--- config.mk ---
export PLATFORM = sky130hd
export DESIGN_NAME = dds_freq_meter_flat
export DESIGN_NICKNAME = d
export VERILOG_FILES = /design/src/rtl/dds_pkg.sv /design/src/rtl/dds_freq_meter_if.sv /design/src/rtl/seq_divider.sv /design/src/rtl/dds_freq_meter.sv /design/src/flat_wrapper.sv
export SDC_FILE = /design/constraint.sdc
export NUM_CORES = 1
export LEC_CHECK = 0
export ABC_AREA = 0
export CORE_MARGIN = 5
export CORE_UTILIZATION = 40
export DETAILED_ROUTE_END_ITERATION = 10
export DONT_BUFFER_PORTS = 1
export HOLD_SLACK_MARGIN = 0.06
export SETUP_SLACK_MARGIN = 0.05
export SLEW_MARGIN = 20
export SYNTH_ARGS = -nofsm -noshare
export SYNTH_HDL_FRONTEND = slang
export SYNTH_HIERARCHICAL = 1
export SYNTH_SLANG_ARGS = --single-unit
--- constraint.sdc ---
create_clock -name clk -period 3.6 [get_ports clk]
set_clock_uncertainty 0.15 [all_clocks]
set_input_delay 0.36 -clock clk [delete_from_list [all_inputs] [get_ports clk]]
set_output_delay 0.36 -clock clk [all_outputs]
set_load 0.05 [all_outputs]
--- src/rtl/dds_pkg.sv ---
// Shared constants and FSM encoding for the DDS frequency meter and the ip_dds wrapper.
package dds_pkg;

  localparam int DDS_PHASE_W   = 16;
  localparam int DDS_NCYC_LOG2 = 4;
  localparam int NCYC          = 1 << DDS_NCYC_LOG2;
  localparam int DIV_CYCLES    = DDS_NCYC_LOG2 + DDS_PHASE_W + 1;
  localparam logic [DIV_CYCLES-1:0] DIVIDEND = {1'b1, {(DIV_CYCLES-1){1'b0}}};

  typedef enum logic [2:0] {
    S_IDLE,
    S_ARM,
    S_COUNT,
    S_DIV,
    S_DONE
  } meter_state_e;

endpackage

--- src/rtl/dds_freq_meter_if.sv ---
// Sample input and frequency result bundle of the DDS frequency meter.
interface dds_freq_meter_if #(
  parameter int SAMPLE_W = 10,
  parameter int PHASE_W  = 16
);
  logic                       i_en;
  logic                       i_sample_valid;
  logic signed [SAMPLE_W-1:0] i_sample;
  logic [PHASE_W-1:0]         o_freq_word;
  logic                       o_freq_valid;
  logic                       o_timeout;
  logic                       o_busy;

  modport master (
    output i_en, i_sample_valid, i_sample,
    input  o_freq_word, o_freq_valid, o_timeout, o_busy
  );

  modport slave (
    input  i_en, i_sample_valid, i_sample,
    output o_freq_word, o_freq_valid, o_timeout, o_busy
  );
endinterface

--- src/rtl/seq_divider.sv ---
// Restoring divider: fixed dividend, one dividend bit per clock, quotient saturated to Q_W bits.
module seq_divider #(
  parameter int             N_W      = 21,
  parameter logic [N_W-1:0] DIVIDEND = {1'b1, {(N_W-1){1'b0}}},
  parameter int             D_W      = 24,
  parameter int             Q_W      = 16
) (
  input  logic           clk,
  input  logic           rst_n,
  input  logic           i_start,
  input  logic [D_W-1:0] i_divisor,
  output logic           o_busy,
  output logic           o_done,
  output logic [Q_W-1:0] o_quot
);

  localparam int CW = $clog2(N_W + 1);

  logic [CW-1:0]  r_cnt;
  logic [D_W-1:0] r_div;
  logic [D_W-1:0] r_rem;
  logic [N_W-1:0] r_q;
  logic           r_done;
  logic [CW-1:0]  w_idx;
  logic [D_W:0]   w_trial;
  logic [D_W:0]   w_diff;
  logic           w_ge;

  // r_cnt counts the remaining dividend bits; w_idx selects the bit shifted in now
  assign w_idx   = r_cnt - {{(CW-1){1'b0}}, 1'b1};
  assign w_trial = {r_rem, DIVIDEND[w_idx]};
  assign w_diff  = w_trial - {1'b0, r_div};
  assign w_ge    = (w_trial >= {1'b0, r_div});

  always_ff @(posedge clk or negedge rst_n) begin
    if (!rst_n) begin
      r_cnt  <= '0;
      r_div  <= '0;
      r_rem  <= '0;
      r_q    <= '0;
      r_done <= 1'b0;
    end else begin
      r_done <= 1'b0;
      if (i_start) begin
        r_cnt <= CW'(N_W);
        r_div <= i_divisor;
        r_rem <= '0;
        r_q   <= '0;
      end else if (r_cnt != '0) begin
        r_rem  <= w_ge ? w_diff[D_W-1:0] : w_trial[D_W-1:0];
        r_q    <= {r_q[N_W-2:0], w_ge};
        r_cnt  <= w_idx;
        r_done <= (w_idx == '0);
      end
    end
  end

  assign o_busy = (r_cnt != '0);
  assign o_done = r_done;
  assign o_quot = (|r_q[N_W-1:Q_W]) ? {Q_W{1'b1}} : r_q[Q_W-1:0];

endmodule

--- src/rtl/dds_freq_meter.sv ---
// Measures a sampled sinusoid over 2^NCYC_LOG2 rising crossings and reports a DDS phase increment.
//   state | meaning
//   IDLE  | disabled, outputs hold
//   ARM   | waiting for the first rising crossing
//   COUNT | counting samples and crossings
//   DIV   | dividing 2^(NCYC_LOG2+PHASE_W) by the sample count
//   DONE  | one-cycle result publish
module dds_freq_meter
  import dds_pkg::*;
#(
  parameter int SAMPLE_W  = 10,
  parameter int PHASE_W   = DDS_PHASE_W,
  parameter int NCYC_LOG2 = DDS_NCYC_LOG2,
  parameter int CNT_W     = 24,
  parameter int HYST      = 8
) (
  input logic             clk,
  input logic             rst_n,
  dds_freq_meter_if.slave bus
);

  localparam int PER_W = NCYC_LOG2 + 1;
  localparam int DIV_N = NCYC_LOG2 + PHASE_W + 1;
  localparam logic [DIV_N-1:0] DIV_DIVIDEND = {1'b1, {(DIV_N-1){1'b0}}};
  localparam logic signed [SAMPLE_W-1:0] TH_HI = SAMPLE_W'(HYST);
  localparam logic signed [SAMPLE_W-1:0] TH_LO = SAMPLE_W'(-HYST);

  meter_state_e       r_state, w_state_nx;
  logic               r_armed, w_armed_nx;
  logic [CNT_W-1:0]   r_cnt, w_cnt_nx, w_cnt_inc;
  logic [PER_W-1:0]   r_per, w_per_nx, w_per_inc;
  logic [PHASE_W-1:0] r_freq_word, w_freq_word_nx;
  logic               r_freq_valid, w_freq_valid_nx;
  logic               r_timeout, w_timeout_nx;
  logic               w_arm_lvl, w_cross;
  logic               w_div_start, w_div_busy, w_div_done;
  logic [PHASE_W-1:0] w_quot;

  assign w_arm_lvl = (bus.i_sample < TH_LO);
  assign w_cross   = bus.i_sample_valid && r_armed && (bus.i_sample >= TH_HI);
  assign w_cnt_inc = r_cnt + CNT_W'(1);
  assign w_per_inc = r_per + PER_W'(1);

  always_comb begin
    w_state_nx      = r_state;
    w_armed_nx      = r_armed;
    w_cnt_nx        = r_cnt;
    w_per_nx        = r_per;
    w_freq_word_nx  = r_freq_word;
    w_freq_valid_nx = 1'b0;
    w_timeout_nx    = r_timeout;
    w_div_start     = 1'b0;

    // detector is frozen outside ARM/COUNT
    if ((r_state == S_ARM || r_state == S_COUNT) && bus.i_sample_valid) begin
      if (w_arm_lvl)    w_armed_nx = 1'b1;
      else if (w_cross) w_armed_nx = 1'b0;
    end

    case (r_state)
      S_IDLE: begin
        w_state_nx = S_ARM;
        w_armed_nx = 1'b0;
      end
      S_ARM: begin
        if (w_cross) begin
          w_state_nx = S_COUNT;
          w_cnt_nx   = '0;
          w_per_nx   = '0;
        end
      end
      S_COUNT: begin
        if (bus.i_sample_valid) begin
          w_cnt_nx = w_cnt_inc;
          if (w_cross) w_per_nx = w_per_inc;
          if (w_cross && (w_per_inc == PER_W'(1 << NCYC_LOG2))) begin
            w_div_start = 1'b1;
            w_state_nx  = S_DIV;
          end else if (w_cnt_inc == {CNT_W{1'b1}}) begin
            w_state_nx      = S_DONE;
            w_freq_word_nx  = '0;
            w_freq_valid_nx = 1'b1;
            w_timeout_nx    = 1'b1;
          end
        end
      end
      S_DIV: begin
        if (w_div_done && !w_div_busy) begin
          w_state_nx      = S_DONE;
          w_freq_word_nx  = w_quot;
          w_freq_valid_nx = 1'b1;
          w_timeout_nx    = 1'b0;
        end
      end
      S_DONE: begin
        w_state_nx = S_ARM;
        w_armed_nx = 1'b0;
      end
      default: w_state_nx = S_IDLE;
    endcase

    if (!bus.i_en) begin
      w_state_nx      = S_IDLE;
      w_freq_word_nx  = r_freq_word;
      w_freq_valid_nx = 1'b0;
      w_timeout_nx    = r_timeout;
      w_div_start     = 1'b0;
    end
  end

  always_ff @(posedge clk or negedge rst_n) begin
    if (!rst_n) begin
      r_state      <= S_IDLE;
      r_armed      <= 1'b0;
      r_cnt        <= '0;
      r_per        <= '0;
      r_freq_word  <= '0;
      r_freq_valid <= 1'b0;
      r_timeout    <= 1'b0;
    end else begin
      r_state      <= w_state_nx;
      r_armed      <= w_armed_nx;
      r_cnt        <= w_cnt_nx;
      r_per        <= w_per_nx;
      r_freq_word  <= w_freq_word_nx;
      r_freq_valid <= w_freq_valid_nx;
      r_timeout    <= w_timeout_nx;
    end
  end

  seq_divider #(
    .N_W      (DIV_N),
    .DIVIDEND (DIV_DIVIDEND),
    .D_W      (CNT_W),
    .Q_W      (PHASE_W)
  ) u_div (
    .clk       (clk),
    .rst_n     (rst_n),
    .i_start   (w_div_start),
    .i_divisor (w_cnt_inc),
    .o_busy    (w_div_busy),
    .o_done    (w_div_done),
    .o_quot    (w_quot)
  );

  assign bus.o_freq_word  = r_freq_word;
  assign bus.o_freq_valid = r_freq_valid;
  assign bus.o_timeout    = r_timeout;
  assign bus.o_busy       = (r_state != S_IDLE);

endmodule
--- src/flat_wrapper.sv ---
// flat-port wrapper written by rule: the top's interface ports become plain ports
module dds_freq_meter_flat import dds_pkg::*;
#(
  parameter int SAMPLE_W  = 10,
  parameter int PHASE_W   = DDS_PHASE_W,
  parameter int NCYC_LOG2 = DDS_NCYC_LOG2,
  parameter int CNT_W     = 24,
  parameter int HYST      = 8
)
  (clk, rst_n, bus_i_en, bus_i_sample_valid, bus_i_sample, bus_o_freq_word, bus_o_freq_valid, bus_o_timeout, bus_o_busy);
  dds_freq_meter_if #(.SAMPLE_W(SAMPLE_W), .PHASE_W(PHASE_W)) bus_i ();
  input logic clk;
  input logic rst_n;
  input wire logic [$bits(bus_i.i_en)-1:0] bus_i_en;
  input wire logic [$bits(bus_i.i_sample_valid)-1:0] bus_i_sample_valid;
  input wire logic [$bits(bus_i.i_sample)-1:0] bus_i_sample;
  output wire logic [$bits(bus_i.o_freq_word)-1:0] bus_o_freq_word;
  output wire logic [$bits(bus_i.o_freq_valid)-1:0] bus_o_freq_valid;
  output wire logic [$bits(bus_i.o_timeout)-1:0] bus_o_timeout;
  output wire logic [$bits(bus_i.o_busy)-1:0] bus_o_busy;
  assign bus_i.i_en = bus_i_en;
  assign bus_i.i_sample_valid = bus_i_sample_valid;
  assign bus_i.i_sample = bus_i_sample;
  assign bus_o_freq_word = bus_i.o_freq_word;
  assign bus_o_freq_valid = bus_i.o_freq_valid;
  assign bus_o_timeout = bus_i.o_timeout;
  assign bus_o_busy = bus_i.o_busy;
  dds_freq_meter #(.SAMPLE_W(SAMPLE_W), .PHASE_W(PHASE_W), .NCYC_LOG2(NCYC_LOG2), .CNT_W(CNT_W), .HYST(HYST)) u_core (.clk(clk), .rst_n(rst_n), .bus(bus_i));
endmodule
* Word level (Yosys, flattened, before mapping)
Memory sizes are Yosys's and may differ from the RTL's. Cells that the tools add are included.
Word-level totals: register bits 126, memory bits (read-only) 32, bits of input ports 14, output and inout bits 19, memories 1
Memories:
- (no name shown) | words 32, width 1, read ports 1, clocked after memory_dff 0, wr ports 0, line seq_divider.sv:31 | assign w_trial = {r_rem, DIVIDEND[w_idx]};
Cells by class: add/sub/neg operators 4, magnitude comparators 4, equal/unequal tests 16, multiplexer cells 49, reductions and logical operators 23
Operators by type and width (number):
- 24-bit two-way mux | 5
- 16-bit two-way mux | 5
- 24-bit case mux with 2 select lines | 1
- 21-bit two-way mux | 2
- 16-bit case mux with 2 select lines | 1
- 25-bit by 24-bit greater-or-equal comparator with 1-bit output | 1
- 5-bit two-way mux | 5
- 24-bit by 1-bit adder with 24-bit output, second input constant | 1
- 24-bit equality test, second input constant | 1
- 24-bit subtractor | 1
- 1-bit two-way mux | 20
- 3-bit two-way mux | 6
- 3-bit case mux with 4 select lines | 1
- 10-bit by 5-bit greater-or-equal comparator with 1-bit output, second input constant | 1
- 10-bit by 4-bit less-than comparator with 1-bit output, second input constant | 1
- 5-bit case mux with 2 select lines | 1
- 4-bit AND reduction | 2
- 2-bit nonzero test | 4
- 3-bit by 2-bit equality test with 1-bit output, second input constant | 2
- 5-bit by 6-bit less-than comparator with 1-bit output, second input constant | 1
- 2-bit by 1-bit != test with 1-bit output, second input constant | 3
- 2-bit != test, second input constant | 3
- 3-bit by 2-bit != test with 1-bit output, second input constant | 2
- 6-bit AND reduction | 1
- other kinds (19) | 25

* Logic depth before layout (Yosys ltp)
depth after elaboration 8, depth in mapped cells 15, depth with buffers taken out 15

* By module
Netlist, hierarchy kept.
By module, submodules not included:
- seq_divider | times used 1, cells an instance 548, area each 4727.0 um^2, seq. area each 1876.8 um^2
- dds_freq_meter | times used 1, cells an instance 351, area each 3080.5 um^2, seq. area each 1276.2 um^2

* Least setup slack after synthesis
Ideal clock, no wire load.
path type register to register, from register u_core.u_div.r_cnt[0], to register u_core.r_freq_word[10] (netlist: u_core/bus.o_freq_word[10]), setup time 0.120 ns, data arrival time 3.279 ns, setup slack 0.051 ns, cell stages (with the launch flop) 13, buffers on the path 3, cell sequence dfrtp_1 inv_1 ha_1 nor4b_1 inv_1 clkbuf_1 buf_1 nor2b_1 nand2_1 nor2_1 clkbuf_1 mux2i_1 nor2_1
Between the ends: word-level cells in the longest chain between the ends 5
RTL lines:
- from (decl) | line seq_divider.sv:19 | logic [CW-1:0] r_cnt;
- from (signal assigned) | line seq_divider.sv:45 | r_cnt <= CW'(N_W);
- from (signal assigned) | line seq_divider.sv:52 | r_cnt <= w_idx;
- 5-bit nonzero test | line seq_divider.sv:58 | assign o_busy = (r_cnt != '0);
- named net u_core.w_div_busy | line dds_freq_meter.sv:36 | logic w_div_start, w_div_busy, w_div_done;
- 1-bit logical NOT | line dds_freq_meter.sv:88 | if (w_div_done && !w_div_busy) begin
- 1-bit logical AND | line dds_freq_meter.sv:88
- 2-bit by 1-bit != test with 1-bit output (no source line)
- 6-bit AND reduction (no source line)
- to (signal assigned) | line dds_freq_meter.sv:125 | r_freq_word <= w_freq_word_nx;
- to (decl) | line dds_freq_meter.sv:32 | logic [PHASE_W-1:0] r_freq_word, w_freq_word_nx;
The timed path passes the listed nets, and every way through them passes these cells. A chain may end at the register's enable or synchronous reset.

* Worst setup path after layout
from register u_core.u_div.r_cnt[0], to register u_core.u_div.r_rem[16]
Between the ends: word-level cells in the longest chain between the ends 7
RTL lines:
- 5-bit by 1-bit subtractor with 5-bit output | line seq_divider.sv:30 | assign w_idx = r_cnt - {{(CW-1){1'b0}}, 1'b1};
- memory read 32 x 1 bit
- 1-bit two-way mux (not written as such) | line seq_divider.sv:31
- 24-bit subtractor / 25-bit by 24-bit greater-or-equal comparator with 1-bit output (equally long branches) | line seq_divider.sv:32, seq_divider.sv:33
- 24-bit two-way mux | line seq_divider.sv:50 | r_rem <= w_ge ? w_diff[D_W-1:0] : w_trial[D_W-1:0];
- 24-bit two-way mux | line seq_divider.sv:49 | end else if (r_cnt != '0) begin
- 24-bit two-way mux | line seq_divider.sv:44 | if (i_start) begin
- to (signal assigned) | line seq_divider.sv:50
- to (decl) | line seq_divider.sv:21 | logic [D_W-1:0] r_rem;
Parallel ways exist; a longest one is shown, timed or not. The select of a mux whose other input is x is not followed.

==> results.yml <==
worst_setup_path:
  start_kind: "flip-flop"
  worstSetupPathType: "flip-flop to flip-flop"
  crit_fanout: 3
  endpoint_kind: "flip-flop"
  crit_arrival_ps: 3540
  r2r_start: "u_core/u_div/r_cnt[0]"
  r2r_slack_ps: 170
  r2r_cells: 15
  cp.required_ps: 3710
  r2r_end: "u_core/u_div/r_rem[16]"
grt:
  grt_max_degree: 127
  gr-total-overflow: 0
  antenna_found_initial: 0
  grtUsageTotal: 0.174
  first_global_vias: 6169
  use_met2: 0.279
  busiest_layer: "met2"
  use_met1: 0.241
  grt_first_pass_wirelength_um: 31700
  met3_usage: 0.0348
route:
  first_iter_violations: 492
  vias_per_cell: 5.41
  vias: 6371
  drt-total-wl_um: 18800
  drt_drc_violations_left: 0
  ant_nets: 0
  wire_per_inst_um: 15.9
  firstDrtPassIters: 5
logic_synthesis:
  ys_ff_latch: 126
  yosys_warnings: 6
  syn_area_um2: 7810
  synth_cell_types: 76
  synth-edff-count: 0
  ys_seq_area_frac: 0.404
  synth_area_per_cell_um2: 8.68
  syn-num-nets: 945
  synthCells: 899
  synth_ff_type: "dfrtp_1"
  ys_async_sr_fraction: 1.00
placed_design:
  dp.cells: 1139
  port_buffers: 0
  hpwl_um: 12400
  post_dp_cell_area_um2: 8130
  gp_congestion: 0.865
worst_hold_path:
  min_to: "u_core/r_armed"
  holdCritPathClass: "input pin to flip-flop"
  holdCritStartpoint: "bus_i_sample[6]"
  holdPathStages: 3
clock_network:
  cts-root-buf: "clkbuf_16"
  clkTransAtPathRegs_ps: 60
  cts_sinks: 126
  htree_num_levels: 4
  clkLatencyLatePin_ps: 420
  cts_tree: "done"
  cts_made_buffers: 17
  cts_buffer_depth: 2
floorplan:
  fp-row-count: 51
  core-area_um2: 19300
  ios: 33
  start_util: 0.404
  dieArea_um2: 22400
  fp.dieW_um: 150
  die_y_um: 150
timing:
  rsz0062_at_grt: "false"
  max_freq_ghz: 0.292
  slew_viol_final: 0
  relSlewSlack: 0.407
  setup_viol: 0
  worst_pin_slew_ps: 886
  period_minus_slack_ps: 3430
  fin_crit_sh: 0.953
  timing.final.hold_violations: 0
cells_and_area:
  fin_nets: 946
  num-fill-cells: 1922
  post_route_cells_drive_above_1_share: 0.126
  design_area_um2: 8890
  antenna_cells: 0
  area_growth_pct: 13.8
  fin_cells: 1177
power:
  ir_drop_mv: 0.401
  leakage_nw: 4.00
  pwr_density_cell_nw_per_um2: 648
  total_power_mw: 5.76
run:
  maxCapViolCount: 0
status:
  outcome: "finished clean"
through the flow:
stage,setup TNS (ps),worst slack [ps],util,hold slack [ps]
after floorplan,0,51.4,-,-85.6
after global placement,0,66.3,0.420,-82.3
after detailed placement,-44.4,-28.0,0.420,-82.3
after CTS,0,55.6,0.455,76.4
after global routing,0,27.0,0.460,91.5
final,0,171,0.460,97.0
cell families (layout without fill, tap and decap cells):
| family | Yosys count | in the layout | share of synthesized area |
|---|---|---|---|
| compound gates | 211 | 211 | 0.189 |
| xor+xnor | 44 | 44 | 0.0494 |
| fa+ha+maj | 32 | 32 | 0.0522 |
| buf+inv | 97 | 110 | 0.0530 |
| flops | 126 | 126 | 0.404 |
| mux | 21 | 21 | 0.0274 |
| simple gates | 368 | 368 | 0.225 |
what timing repair did:
item	in CTS	in global routing
buffers inserted	0	3
hold endpoints to repair	130	0
pin swaps	0	10
hold buffers	4	0
setup endpoints to repair	4	8
gates resized for setup	3	12
worst max-delay path by stage:
stage / endpoint / start / cells past startpoint
final: u_core/u_div/r_rem[16] / u_core/u_div/r_cnt[0] / 15
after global routing: u_core/u_div/r_rem[18] / u_core/u_div/r_cnt[0] / 16
after CTS: u_core/u_div/r_rem[18] / u_core/u_div/r_cnt[0] / 16
after detailed placement: u_core/u_div/r_rem[20] / u_core/u_div/r_cnt[0] / 15
after global placement: u_core/u_div/r_rem[20] / u_core/u_div/r_cnt[0] / 15
after floorplan: u_core/bus.o_freq_word[10] / u_core/u_div/r_cnt[0] / 12
placed cells by master, fill, tap and decap left out, drive strengths merged, types with 19 or more instances in the layout:
cell   synthesis  routed
nand2        171     171
dfrtp        126     126
nor2          67      67
o21ai         63      63
a21oi         58      58
inv           49      52
ha            31      31
buf           14      27
xnor2         26      26
nand3         22      22
or3           19      19
registers in the layout (all words and copies together), names as in the netlist, 3 cells and up:
name                    cells
u_core/u_div/r_div         24
u_core/u_div/r_q           21
u_core/r_cnt               24
u_core/u_div/r_rem         24
u_core/bus.o_freq_word     16
u_core/u_div/r_cnt          5
u_core/r_per                5
u_core/r_state              3
layout make-up:
cell class | count | area, um2 | area share
Inverter | 49 | 184 | 0.0207
Clock inverter | 13 | 164 | 0.0184
Timing Repair Buffer | 30 | 278 | 0.0312
Clock buffer | 18 | 439 | 0.0494
Tap cell | 265 | 332 | 0.0373
Multi-Input combinational cell | 676 | 4340 | 0.488
Sequential cell | 126 | 3150 | 0.355
cell usage after synthesis, types with 3 or more instances:
cell type,n,area (um2)
nor2_1,66,248
nor3_1,14,70.1
mux2i_1,18,180
nand4_1,13,81.3
o21bai_1,3,22.5
and2_1,4,25.0
a21oi_1,56,280
buf_6,5,56.3
nor2b_1,6,37.5
nand3_1,22,110
o21ai_0,63,315
o211ai_1,3,22.5
o21a_1,3,22.5
dfrtp_1,126,3150
a21boi_0,4,30.0
a211oi_1,6,45.0
clkbuf_1,33,124
a21o_1,7,52.6
or3_1,19,119
ha_1,31,388
mux2_2,3,33.8
a31oi_1,5,31.3
nand2b_1,13,81.3
nand2_1,169,634
buf_2,6,30.0
nand4b_1,3,26.3
inv_1,49,184
nor3b_1,3,22.5
nor4_1,5,31.3
o22ai_1,5,31.3
a311oi_2,17,255
xor2_1,18,158
and4_1,4,35.0
o31ai_1,10,75.1
and3_1,6,37.5
or2_2,4,25.0
xnor2_1,26,228
worst max-delay path: stages (launching register included):
cell,delay [ps]
dfrtp_1,340
inv_1,60
ha_2,190
inv_1,100
nor3_2,60
a31oi_2,270
ha_2,250
fa_1,190
nand2b_4,140
a21oi_2,70
o311a_1,390
o31ai_4,300
a311oi_4,160
or3_1,330
a31oi_1,180
a211oi_1,90
where the power goes:
group	switching, mW	internal (mW)
Combinational	1.05	0.876
Clock	0.674	1.11
Sequential	0.313	1.74
Total	2.04	3.73
per-layer routing:
layer	vias to the layer above	part of all wire
met2	126	0.47
li1	3150	-
met5	-	0
met3	21	0.042
met1	3074	0.47
met4	0	0.015
Power figures use the tool's default switching activity.
